**src/rtl/rsm_pkg.sv**
```systemverilog
// Shared Simple RISC Machine definitions: memory commands, opcodes, nsel selects, widths.
package rsm_pkg;

    localparam int unsigned RSM_DATA_W = 16;
    localparam int unsigned RSM_PC_W   = 9;
    localparam int unsigned RSM_MEM_AW = 8;

    typedef enum logic [1:0] {
        MNONE  = 2'b00,
        MREAD  = 2'b01,
        MWRITE = 2'b10
    } mem_cmd_e;

    localparam logic [2:0] OPC_STR  = 3'b100;
    localparam logic [2:0] OPC_LDR  = 3'b011;
    localparam logic [2:0] OPC_ALU  = 3'b101;
    localparam logic [2:0] OPC_MOV  = 3'b110;
    localparam logic [2:0] OPC_HALT = 3'b111;

    localparam logic [2:0] NSEL_RN = 3'b100;
    localparam logic [2:0] NSEL_RD = 3'b010;
    localparam logic [2:0] NSEL_RM = 3'b001;

endpackage

```
**src/rtl/fetch_decode_unit_if.sv**
```systemverilog
// Memory-side bus of the fetch/decode unit: address, read/write strobes and read data.
interface fetch_decode_unit_if #(
    parameter int unsigned DATA_W = 16,
    parameter int unsigned PC_W   = 9
);
    logic [PC_W-1:0]   mem_addr;
    logic              mem_rd_en;
    logic              mem_wr_en;
    logic [DATA_W-1:0] mdata;

    modport master (output mem_addr, output mem_rd_en, output mem_wr_en, input mdata);
    modport slave  (input mem_addr, input mem_rd_en, input mem_wr_en, output mdata);
endinterface

```
**src/rtl/fetch_decode_unit_instr_decoder.sv**
```systemverilog
// Combinational IR decode: opcode/op fields, register number from nsel, shift, immediates.
module instr_decoder
    import rsm_pkg::*;
#(
    parameter int unsigned DATA_W = RSM_DATA_W
) (
    input  logic [DATA_W-1:0] i_ir,
    input  logic [2:0]        i_nsel,
    output logic [2:0]        o_opcode_c,
    output logic [1:0]        o_op_c,
    output logic [2:0]        o_readnum_c,
    output logic [1:0]        o_shift_c,
    output logic [DATA_W-1:0] o_sximm5_c,
    output logic [DATA_W-1:0] o_sximm8_c
);

    // Field extraction, register select and shift suppression for memory ops
    always_comb begin
        o_opcode_c  = i_ir[15:13];
        o_op_c      = i_ir[12:11];
        o_readnum_c = 3'b000;
        o_shift_c   = i_ir[4:3];
        o_sximm5_c  = {{(DATA_W-5){i_ir[4]}}, i_ir[4:0]};
        o_sximm8_c  = {{(DATA_W-8){i_ir[7]}}, i_ir[7:0]};

        case (i_nsel)
            NSEL_RN: o_readnum_c = i_ir[10:8];
            NSEL_RD: o_readnum_c = i_ir[7:5];
            NSEL_RM: o_readnum_c = i_ir[2:0];
            default: o_readnum_c = 3'b000;
        endcase

        if ((i_ir[15:13] == OPC_LDR) || (i_ir[15:13] == OPC_STR)) begin
            o_shift_c = 2'b00;
        end
    end

endmodule

```
**src/rtl/fetch_decode_unit.sv**
```systemverilog
// Front end of the Simple RISC Machine: PC, data-address register, IR, memory gating, decode.
// Optional build macro FDU_INSTR_COUNT_EN adds a 16-bit instr_count output (load_ir edges).
module fetch_decode_unit
    import rsm_pkg::*;
#(
    parameter int unsigned DATA_W = RSM_DATA_W,
    parameter int unsigned PC_W   = RSM_PC_W,
    parameter int unsigned MEM_AW = RSM_MEM_AW
) (
    input  logic                clk,
    input  logic                reset,
    input  logic                load_ir,
    input  logic                load_pc,
    input  logic                reset_pc,
    input  logic                addr_sel,
    input  logic                load_addr,
    input  logic [1:0]          mem_cmd,
    input  logic [2:0]          nsel,
    input  logic [DATA_W-1:0]   datapath_out,
    fetch_decode_unit_if.master mem,
    output logic [2:0]          opcode,
    output logic [1:0]          op,
    output logic [2:0]          readnum,
    output logic [2:0]          writenum,
    output logic [1:0]          shift,
    output logic [DATA_W-1:0]   sximm5,
    output logic [DATA_W-1:0]   sximm8,
    output logic [PC_W-1:0]     pc,
`ifdef FDU_INSTR_COUNT_EN
    output logic [15:0]         instr_count,
`endif
    output logic                addr_fault
);

    logic [PC_W-1:0]   r_pc;
    logic [PC_W-1:0]   r_daddr;
    logic [DATA_W-1:0] r_ir;
    logic              r_addr_fault;
    logic [PC_W-1:0]   w_mem_addr;
    logic              w_in_range;
    logic              w_access;
    logic [2:0]        w_readnum;
    logic              w_unused_dp;

    // Only the low PC_W bits of the datapath result form an address
    assign w_unused_dp = ^datapath_out[DATA_W-1:PC_W];

    // Address mux and range gating of the RAM strobes
    assign w_mem_addr    = addr_sel ? r_pc : r_daddr;
    assign w_in_range    = (w_mem_addr[PC_W-1:MEM_AW] == '0);
    assign w_access      = (mem_cmd == MREAD) || (mem_cmd == MWRITE);
    assign mem.mem_addr  = w_mem_addr;
    assign mem.mem_rd_en = (mem_cmd == MREAD) && w_in_range;
    assign mem.mem_wr_en = (mem_cmd == MWRITE) && w_in_range;

    // PC, data-address, IR and sticky fault flag; reset overrides every strobe
    always_ff @(posedge clk) begin
        if (reset) begin
            r_pc         <= '0;
            r_daddr      <= '0;
            r_ir         <= '0;
            r_addr_fault <= 1'b0;
        end else begin
            if (load_pc) begin
                r_pc <= reset_pc ? '0 : r_pc + PC_W'(1);
            end
            if (load_ir) begin
                r_ir <= mem.mdata;
            end
            if (load_addr) begin
                r_daddr <= datapath_out[PC_W-1:0];
            end
            if (w_access && !w_in_range) begin
                r_addr_fault <= 1'b1;
            end
        end
    end

`ifdef FDU_INSTR_COUNT_EN
    logic [15:0] r_instr_count;

    // Count of instruction captures, wrapping at 16 bits
    always_ff @(posedge clk) begin
        if (reset) begin
            r_instr_count <= '0;
        end else if (load_ir) begin
            r_instr_count <= r_instr_count + 16'(1);
        end
    end

    assign instr_count = r_instr_count;
`endif

    instr_decoder #(
        .DATA_W (DATA_W)
    ) u_instr_decoder (
        .i_ir        (r_ir),
        .i_nsel      (nsel),
        .o_opcode_c  (opcode),
        .o_op_c      (op),
        .o_readnum_c (w_readnum),
        .o_shift_c   (shift),
        .o_sximm5_c  (sximm5),
        .o_sximm8_c  (sximm8)
    );

    assign readnum    = w_readnum;
    assign writenum   = w_readnum;
    assign pc         = r_pc;
    assign addr_fault = r_addr_fault;

endmodule

```
**src/flat_wrapper.sv**
```systemverilog
// flat-port wrapper written by rule: the top's interface ports become plain ports
module fetch_decode_unit_flat import rsm_pkg::*;
#(
    parameter int unsigned DATA_W = RSM_DATA_W,
    parameter int unsigned PC_W   = RSM_PC_W,
    parameter int unsigned MEM_AW = RSM_MEM_AW
)
  (clk, reset, load_ir, load_pc, reset_pc, addr_sel, load_addr, mem_cmd, nsel, datapath_out, opcode, op, readnum, writenum, shift, sximm5, sximm8, pc, addr_fault, mem_mem_addr, mem_mem_rd_en, mem_mem_wr_en, mem_mdata);
  fetch_decode_unit_if #(.DATA_W(DATA_W), .PC_W(PC_W)) mem_i ();
  input  logic clk;
  input  logic reset;
  input  logic load_ir;
  input  logic load_pc;
  input  logic reset_pc;
  input  logic addr_sel;
  input  logic load_addr;
  input  logic [1:0] mem_cmd;
  input  logic [2:0] nsel;
  input  logic [DATA_W-1:0] datapath_out;
  output logic [2:0] opcode;
  output logic [1:0] op;
  output logic [2:0] readnum;
  output logic [2:0] writenum;
  output logic [1:0] shift;
  output logic [DATA_W-1:0] sximm5;
  output logic [DATA_W-1:0] sximm8;
  output logic [PC_W-1:0] pc;
  output logic addr_fault;
  output wire logic [$bits(mem_i.mem_addr)-1:0] mem_mem_addr;
  output wire logic [$bits(mem_i.mem_rd_en)-1:0] mem_mem_rd_en;
  output wire logic [$bits(mem_i.mem_wr_en)-1:0] mem_mem_wr_en;
  input wire logic [$bits(mem_i.mdata)-1:0] mem_mdata;
  assign mem_mem_addr = mem_i.mem_addr;
  assign mem_mem_rd_en = mem_i.mem_rd_en;
  assign mem_mem_wr_en = mem_i.mem_wr_en;
  assign mem_i.mdata = mem_mdata;
  fetch_decode_unit #(.DATA_W(DATA_W), .PC_W(PC_W), .MEM_AW(MEM_AW)) u_core (.clk(clk), .reset(reset), .load_ir(load_ir), .load_pc(load_pc), .reset_pc(reset_pc), .addr_sel(addr_sel), .load_addr(load_addr), .mem_cmd(mem_cmd), .nsel(nsel), .datapath_out(datapath_out), .mem(mem_i), .opcode(opcode), .op(op), .readnum(readnum), .writenum(writenum), .shift(shift), .sximm5(sximm5), .sximm8(sximm8), .pc(pc), .addr_fault(addr_fault));
endmodule
```
**config.mk**
```make
export PLATFORM = sky130hd
export DESIGN_NAME = fetch_decode_unit_flat
export DESIGN_NICKNAME = d
export VERILOG_FILES = /design/src/rtl/rsm_pkg.sv /design/src/rtl/fetch_decode_unit_if.sv /design/src/rtl/fetch_decode_unit_instr_decoder.sv /design/src/rtl/fetch_decode_unit.sv /design/src/flat_wrapper.sv
export SDC_FILE = /design/constraint.sdc
export NUM_CORES = 1
export LEC_CHECK = 0
export CORE_AREA = 2 2 74 76
export CTS_CLUSTER_SIZE = 12
export DETAILED_ROUTE_END_ITERATION = 8
export DIE_AREA = 0 0 76 78
export PLACE_DENSITY = 0.82
export SETUP_SLACK_MARGIN = 0.5
export SLEW_MARGIN = 0
export SYNTH_ARGS = -nofsm -noshare
export SYNTH_HDL_FRONTEND = slang
export SYNTH_HIERARCHICAL = 1
export SYNTH_SLANG_ARGS = --single-unit
```
**constraint.sdc**
```tcl
create_clock -name clk -period 1.35 [get_ports clk]
set_input_delay 0.2025 -clock clk [delete_from_list [all_inputs] [get_ports clk]]
set_output_delay 0.2025 -clock clk [all_outputs]
set_load 0.02 [all_outputs]
```
==> flow_summary.toml, run 1 <==
[pwr]
p_leak_nw = 1.81
p_total_mw = 2.84
cellPowerDensity_mw_per_mm2 = 737
peakVddDrop_v = 0.000605

[detailed_routing]
wl_um = 6650
vias_per_cell = 4.73
antenna_left = 0
avgRoutedWirePerCell_um = 16.7
via_count = 1888
drc = 0
dr.pass1.iters = 4
first_iter_violations = 42

[clocking]
clkSinkCount = 35
clk_path_buf_depth = 2
path_clk_slew_ns = 0.07
cts_buffers = 5
htree_levels = 2
cts_root_buffer = "clkbuf_8"
cts_tree = "done"
insertion_delay_ns = 0.28

[placed_design]
hpwlAfterDp_um = 3750
gp_congestion = 0.810
io_buffer_count = 102
placed_cell_area_mm2 = 0.00305
dp.cells = 355

[critical_path]
startpoint_type = "flip-flop"
r2r_end = "u_core/pc[8]"
crit_path_end_kind = "output port"
worstPathCellList = "and2_0, a221o_2, buf_6"
crit_fanout = 2
r2r_start = "u_core/pc[1]"
critPathArrivalTime_ns = 1.30
cp_slowest_stage_delay_ns = 0.39
crit_required_ns = 1.15
r2r_slack_ns = -0.03
critPathSlowestCell = "a221o_2"
rr_worst_depth = 5
critPathKind = "flip-flop to output port"

[global_route]
antenna_found_initial = 0
grt_pass1_wl_um = 9630
grt.total_usage = 0.207
grt_pass1_vias = 1908
grt.overflow.total = 0
grt_max_degree = 11

[logic_synthesis]
synth.distinct_cells = 29
syn_inst = 201
ys_seq_area_frac = 0.372
synth_seq_cells = 35
avgSynthCellArea_um2 = 9.37
syn_area_mm2 = 0.00188
syn_nets = 248
yosys_warnings = 6

[hold_path]
hold_path_depth = 4
whs_endpoint = "u_core/r_ir[7]"
worst_hold_startpoint = "load_ir"
hold_path.class = "primary input to flip-flop"

[die]
start_util = 0.373
io_pins = 110
die_h_um = 78
fp-row-count = 26
die_w_um = 76
core_area_mm2 = 0.00504
die_area_mm2 = 0.00593

[timing]
maxSlewViolCount = 0
hold_viol_final = 0
rsz0062_at_grt = "yes"
worst_slack_ns = -0.149
hold_ws_ns = 0.392
fin_skew_ns = 0.00324
setup_viol_count_final = 10
slew_headroom = 0.788
worst_pin_slew_ns = 0.319
period_share = 1.11
finalCriticalPeriod_ns = 1.50
fmax_ghz = 0.667

[final_layout]
areaGrowthSynthToFinish_pct = 105
final_net_count = 375
design_area_mm2 = 0.00386
instances_no_fill = 399
drive_gt1_frac = 0.605
diodes = 0

[job]
max_cap_viol_count = 0

[status]
status = "finished with violations"
violations = "negative setup slack"
==> worst max-delay path, delay by kind of cell (launching register included) <==
family / cells / cell delay, ns
flip-flops: 1 / 0.33
AO/OA/AOI/OAI: 1 / 0.39
buffers and inverters: 1 / 0.15
AND/OR/NAND/NOR: 1 / 0.15
==> routing by layer <==
layer | GRT usage | wire length [um] | up-vias
met5 | 0 | 0 | -
met4 | 0.0673 | 164 | 0
met3 | 0.0581 | 405 | 16
met2 | 0.401 | 3590 | 78
met1 | 0.215 | 2490 | 898
li1 | - | - | 896
==> registers in the layout, indices dropped and copies added (netlist names) <==
| name | flops |
|---|---|
| u_core/r_ir | 16 |
| u_core/r_daddr | 9 |
| u_core/addr_fault | 1 |
| u_core/pc | 9 |
==> cells in the mapped netlist, drive strengths merged <==
library cell	number	area [um2]
a21oi	6	30.0
and2	5	33.8
ha	3	37.5
nand4	4	31.3
nand2b	1	6.26
nand3b	1	7.51
buf	45	328
nor2	32	120
and3b	1	8.76
nand3	2	10.0
inv	4	15.0
a21o	1	7.51
mux2i	27	270
o21ai	4	20.0
a221o	3	31.3
nand2	2	7.51
xor2	3	26.3
dfxtp	35	701
nor3b	4	35.0
mux2	8	90.1
clkbuf	3	11.3
nor4bb	3	30.0
or3	4	25.0
==> worst max path at each step <==
stage / slack [ns] / cells after the start / start / endpoint
2_1_floorplan: 0.14 / 3 / u_core/r_ir[8] / writenum[0]
3_3_place_gp: -0.69 / 4 / nsel[2] / writenum[1]
3_5_place_dp: -0.72 / 4 / addr_sel / mem_mem_addr[7]
4_1_cts: -0.11 / 3 / u_core/r_ir[9] / writenum[1]
5_1_grt: -0.19 / 3 / u_core/r_ir[9] / readnum[1]
6_report: -0.15 / 3 / u_core/r_ir[9] / readnum[1]
==> stage by stage <==
| step | worst slack (ns) | utilization | setup TNS, ns |
|---|---|---|---|
| 2_1_floorplan | 0.143 | - | 0 |
| 3_3_place_gp | -0.690 | 0.604 | -12.32 |
| 3_5_place_dp | -0.716 | 0.604 | -13.17 |
| 4_1_cts | -0.115 | 0.726 | -0.755 |
| 5_1_grt | -0.187 | 0.765 | -1.33 |
| 6_report | -0.149 | 0.765 | -0.847 |
==> power breakdown <==
| group | switching (mW) | leakage [nW] | internal, mW |
|---|---|---|---|
| Combinational | 0.370 | 1.45 | 0.532 |
| Clock | 0.371 | 0.0515 | 0.466 |
| Sequential | 0.0367 | 0.301 | 1.07 |
| Total | 0.778 | 1.81 | 2.06 |
==> layout by cell type, fill, tap and decap left out, types with 3 or more instances in the layout <==
| cell | instances |
|---|---|
| nand4_1 | 3 |
| and2_4 | 4 |
| nor3b_4 | 3 |
| buf_12 | 3 |
| xor2_1 | 3 |
| buf_6 | 108 |
| a21oi_1 | 3 |
| or3_1 | 3 |
| inv_1 | 3 |
| buf_8 | 6 |
| dfxtp_1 | 11 |
| clkbuf_2 | 3 |
| buf_4 | 12 |
| mux2i_1 | 26 |
| clkdlybuf4s50_1 | 26 |
| o21ai_0 | 4 |
| bufbuf_16 | 3 |
| dfxtp_2 | 12 |
| dfxtp_4 | 12 |
| clkbuf_8 | 7 |
| nor2_1 | 31 |
| mux2_4 | 8 |
| dlygate4sd2_1 | 5 |
==> final cells by class <==
class / count / area, um2
repair buffers: 168 / 1890
multi-input cells: 114 / 1000
fillers: 308 / 1190
flip-flops and latches: 35 / 761
inverters: 4 / 15.0
clock buffers: 8 / 100
well taps: 70 / 87.6
==> what timing repair did <==
item                       in CTS  in global routing
setup endpoints to repair     101                 91
buffers inserted               19                 13
hold endpoints to repair        0                  0
cloned                          4                  0
hold buffers                    0                  0
pin swaps                      19                 19
gates resized for setup       467                 30
==> cell families (layout without fill, tap and decap cells) <==
| group | Yosys count | count (layout) | share of synthesized area |
|---|---|---|---|
| and+or+nand+nor | 59 | 59 | 0.167 |
| buffers and inverters | 52 | 180 | 0.188 |
| muxes | 35 | 35 | 0.191 |
| DFF | 35 | 35 | 0.372 |
| AOI/OAI and AO/OA | 14 | 14 | 0.0472 |
| adders and majority gates | 3 | 3 | 0.0199 |
| xor gates and xnor gates | 3 | 3 | 0.0140 |
Note: power is estimated with default switching activity, not from simulation.
==> run 2: changes to the inputs <==
--- a/config.mk
+++ b/config.mk
@@ -11,7 +11,7 @@
 export DIE_AREA = 0 0 76 78
 export PLACE_DENSITY = 0.82
 export SETUP_SLACK_MARGIN = 0.5
-export SLEW_MARGIN = 0
+export SLEW_MARGIN = 30
 export SYNTH_ARGS = -nofsm -noshare
 export SYNTH_HDL_FRONTEND = slang
 export SYNTH_HIERARCHICAL = 1
==> results of run 2 <==
No change in the layout: final DEF, timing and power equal those of run 1.
